==> config.mk <==
export PLATFORM = sky130hd
export DESIGN_NAME = ripple_count_capture
export DESIGN_NICKNAME = d
export VERILOG_FILES = /design/src/rtl/ripple_count_capture.sv
export SDC_FILE = /design/constraint.sdc
export NUM_CORES = 1
export LEC_CHECK = 0
export CAP_MARGIN = 25
export CORE_MARGIN = 3
export CORE_UTILIZATION = 34
export CTS_BUF_LIST = sky130_fd_sc_hd__clkbuf_4 sky130_fd_sc_hd__clkbuf_8
export DETAILED_ROUTE_END_ITERATION = 7
export PLACE_DENSITY = 0.53
export REMOVE_ABC_BUFFERS = 1
export SYNTH_ARGS = -nofsm -noshare
export SYNTH_HDL_FRONTEND = slang
export SYNTH_SLANG_ARGS = --single-unit
==> constraint.sdc <==
create_clock -name clk -period 2.23 [get_ports clk]
set_input_delay 0.446 -clock clk [delete_from_list [all_inputs] [get_ports clk]]
set_output_delay 0.446 -clock clk [all_outputs]
set_load 0.02 [all_outputs]
==> src/rtl/ripple_count_capture.sv <==
// Synchronous capture of an asynchronous ripple-counter bus with ripple-glitch filtering and step classification.
// Optional `RIPPLE_CAPTURE_ERRCNT_EN adds a saturating err_count output.
module ripple_count_capture #(
    parameter int WIDTH         = 4,
    parameter int STABLE_CYCLES = 2
) (
    input  logic             clk,
    input  logic             rst_n,
    input  logic [WIDTH-1:0] cnt_in,
    output logic [WIDTH-1:0] cnt_out,
    output logic             cnt_valid,
    output logic             dir_up,
    output logic             step_ok,
    output logic             wrap,
    output logic             err
`ifdef RIPPLE_CAPTURE_ERRCNT_EN
    ,
    output logic [7:0]       err_count
`endif
);

    localparam logic [3:0]       RUN_MAX = 4'(STABLE_CYCLES);
    localparam logic [WIDTH-1:0] ONE     = WIDTH'(1);

    logic [WIDTH-1:0] sync_p0;
    logic [WIDTH-1:0] sync_p1;
    logic [3:0]       run;
    logic             has_ref;

    logic [3:0]       run_nxt;
    logic             commit;
    logic             is_up;
    logic             is_dn;

    function automatic logic [3:0] run_sat_inc(input logic [3:0] r);
        return (r >= RUN_MAX) ? RUN_MAX : r + 4'd1;
    endfunction

    // The filter compares the sample entering the second sync stage with the one leaving it,
    // so stability counting overlaps synchronisation and costs no extra cycle.
    always_comb begin
        run_nxt = (sync_p0 == sync_p1) ? run_sat_inc(run) : 4'd0;
        commit  = (run_nxt == RUN_MAX) && ((sync_p1 != cnt_out) || !has_ref);
        is_up   = (sync_p1 == cnt_out + ONE);
        is_dn   = (sync_p1 == cnt_out - ONE);
    end

    always_ff @(posedge clk or negedge rst_n) begin
        if (!rst_n) begin
            sync_p0   <= '0;
            sync_p1   <= '0;
            run       <= 4'd0;
            has_ref   <= 1'b0;
            cnt_out   <= '0;
            cnt_valid <= 1'b0;
            dir_up    <= 1'b1;
            step_ok   <= 1'b0;
            wrap      <= 1'b0;
            err       <= 1'b0;
        end else begin
            // sync stage boundary: p0 -> p1 -> commit
            sync_p0   <= cnt_in;
            sync_p1   <= sync_p0;
            run       <= run_nxt;
            cnt_valid <= commit;
            step_ok   <= 1'b0;
            wrap      <= 1'b0;
            err       <= 1'b0;
            if (commit) begin
                cnt_out <= sync_p1;
                has_ref <= 1'b1;
                if (has_ref) begin
                    if (is_up) begin
                        step_ok <= 1'b1;
                        dir_up  <= 1'b1;
                        wrap    <= &cnt_out;
                    end else if (is_dn) begin
                        step_ok <= 1'b1;
                        dir_up  <= 1'b0;
                        wrap    <= ~|cnt_out;
                    end else begin
                        err     <= 1'b1;
                    end
                end
            end
        end
    end

`ifdef RIPPLE_CAPTURE_ERRCNT_EN
    always_ff @(posedge clk or negedge rst_n) begin
        if (!rst_n) begin
            err_count <= 8'd0;
        end else if (err && (err_count != 8'hFF)) begin
            err_count <= err_count + 8'd1;
        end
    end
`endif

endmodule

==> flow_summary.ini <==
[outcome]
status = finished, final reports clean

[global_route]
grt_antenna_before_repair = 0
grt_use_total_pct = 11.0
grt_max_degree = 23
grt_pass1_wl_um = 2900
grt-ovfl-total = 0
grt_pass1_vias = 654

[hold_path]
hold_class = flip-flop to flip-flop
holdPathStages = 0
min_from = sync_p0[3]$_DFF_PN0_

[sta]
finalHoldViolations = 0
finalCritPeriodShare_pct = 93.9
worst_clock_skew_ps = 9.89
setup_tns_ps = 0
final.min_clock_period_ps = 2090
fmax_mhz = 478
setup_viol = 0
rsz0062_at_grt = no
fin_ws_ps = 137
drv_slew = 0

[die]
core_um2 = 2570
core.rowCount = 18
dieArea_um2 = 3470
die_x_um = 58.9
initial_core_util_pct = 37.0
die_y_um = 58.9
io_pins = 15

[power_and_ir_drop]
p_int_uw = 782
switchingPower_uw = 385
p_leak_nw = 0.544
irDropWorstVdd_mv = 0.464
finalPower_mw = 1.17
switching_share_pct = 33.0
combinationalPowerShare_pct = 39.6
clkPwrFrac_pct = 18.1
power_density_nw_per_um2 = 958
power_frac_seq_pct = 42.4

[logic_synthesis]
netlist_instances = 79
synth_edf_count = 0
synth_seq_area_share_pct = 58.0
yosys_warnings = 0
netlist_area_um2 = 951
synth_ff_type = dfrtp_1
async_reset_ff_share_pct = 100
syn_avg_cell_area_um2 = 12.0
ys_ff_latch = 22
synth_cell_type_count = 24

[worst_setup_path]
cp_slowest_cell = or4_4
startpoint = cnt_out[0]$_DFFE_PN0P_
r2r_start = cnt_out[0]$_DFFE_PN0P_
crit_cells = 6
cp_top_family = simple AND/OR/NAND/NOR gates
start_kind = flip-flop
end_kind = flip-flop
max_stage_delay_ps = 540
arrival_ps = 2330
worstPathRequired_ps = 2470
path_buf_inv = 1
worstPathCellList = inv_2 > ha_1 > xnor2_1 > or4_4 > or4b_4 > a21oi_2
cp_max_fo = 4
criticalPathCategory = flip-flop to flip-flop
reg2reg_depth = 6

[drt]
via_count = 631
drt_wl_total_um = 1580
first_pass_iters = 2
drtAntennaViolNets = 0
viasPerCell = 4.71
drc = 0
route.detailed.wl_per_inst_um = 11.8
drtIter0Drc = 9

[cts]
ctsResizeCount = 0
cts.clk_slew.worst_paths_ps = 120
clock_sinks = 22
cts_tree = done
h-tree-depth = 1
cts_made_buffers = 3
clk_latency_ps = 300
holdBufCountCts = 0
postCtsSetupBuffers = 0
cts_root_buf = clkbuf_4
cts_max_path_buffers = 2

[cells_and_area]
layout-drive-gt1-share_pct = 18.3
n_fill_cell = 258
n_antenna_cell = 0
ff_latch_area_um2 = 552
final_util_pct = 47.4
areaGrowthSynthToFinish_pct = 28.0
nets = 116
fin_area_um2 = 1220
multi_input_area_um2 = 369

[placement]
hpwl_um = 1270
port_buffers = 14
place_area_um2 = 1180
place.gp.congestion = 0.814
pre_cts_ws_ps = 122

[run]
maxCapViolations = 0
-- cell usage in the layout (no fill, tap or decap) --
cell	synthesis	layout
dfrtp_1	21	21
clkdlybuf4s50_1	0	14
xor2_1	7	7
buf_4	0	7
inv_1	8	6
xnor2_1	6	6
ha_1	5	5
nor3_1	4	4
o21ai_0	4	4
nor2_1	3	3
nand2_1	3	3
clkbuf_4	0	3
inv_2	0	2
or4_1	2	2
nand4_1	2	2
mux2_2	2	2
nor4_1	1	1
a31oi_1	1	1
a211oi_1	1	1
nand3_1	1	1
or4_4	1	1
a21oi_1	1	1
nor3b_1	1	1
or4b_4	1	1
a21oi_2	1	1
o21ai_1	1	1
clkbuf_8	0	1
dfstp_2	1	1
conb_1	1	1
-- power groups by stage --
stage,clock [mW],sequential (mW),combinational (mW)
floorplan,0,0.556,0.207
global placement,0,0.498,0.458
detailed placement,0,0.501,0.468
CTS,0.225,0.493,0.468
global route,0.242,0.505,0.513
finish,0.211,0.494,0.461
-- per-layer routing --
metal	global-route usage, %	vias up	wire length (um)
li1	-	314	-
met1	13.7	300	708
met2	18.5	15	775
met3	3.29	2	78
met4	2.91	0	18
met5	0	-	0
-- through the flow --
stage               cells  hold slack (ps)
floorplan              79              150
global placement      130              380
detailed placement    130              383
CTS                   134              410
global route          134              424
finish                134              407
-- cell usage after synthesis (2+ instances only) --
master / number / share of area [%]
or4_1: 2 / 1.6
nand2_1: 3 / 1.2
xor2_1: 7 / 6.4
xnor2_1: 6 / 5.5
ha_1: 5 / 6.6
nand4_1: 2 / 1.3
nor2_1: 3 / 1.2
o21ai_0: 4 / 2.1
nor3_1: 4 / 2.1
inv_1: 8 / 3.2
dfrtp_1: 21 / 55
mux2_2: 2 / 2.4
-- path summary, 6_finish.rpt --
path,end,slack [ps]
worst max-delay path,wrap$_DFF_PN0_,140
min in group asynchronous,err$_DFF_PN0_,470
worst min register to register,sync_p1[3]$_DFF_PN0_,410
max in group asynchronous,dir_up$_DFFE_PN1P_,1470
worst max register to register,wrap$_DFF_PN0_,140
worst min-delay path,sync_p1[3]$_DFF_PN0_,410
-- cells by family (layout without fill, tap and decap cells) --
kind of cell | Yosys count | after routing | synth area share [%]
other cells | 1 | 1 | 0.394
fa+ha+maj | 5 | 5 | 6.58
xor+xnor | 13 | 13 | 12.0
simple gates | 19 | 19 | 12.0
buf+inv | 8 | 33 | 3.16
mux | 2 | 2 | 2.37
flops | 22 | 22 | 58.0
compound gates | 9 | 9 | 5.53
-- final cells by class --
cell class	count	area share [%]
flip-flops and latches	22	45.3
multi-input cells	49	30.3
repair buffers	21	15.8
well taps	30	3.08
clock buffers	4	2.98
inverters	8	2.47
-- sequential cells by signal, indices dropped and copies added (netlist names) --
signal and cells:
sync_p1 4, err 1, sync_p0 4, step_ok 1
cnt_valid 1, cnt_out 4, wrap 1, dir_up 1
has_ref 1, run 4
Power figures use the tool's default switching activity.
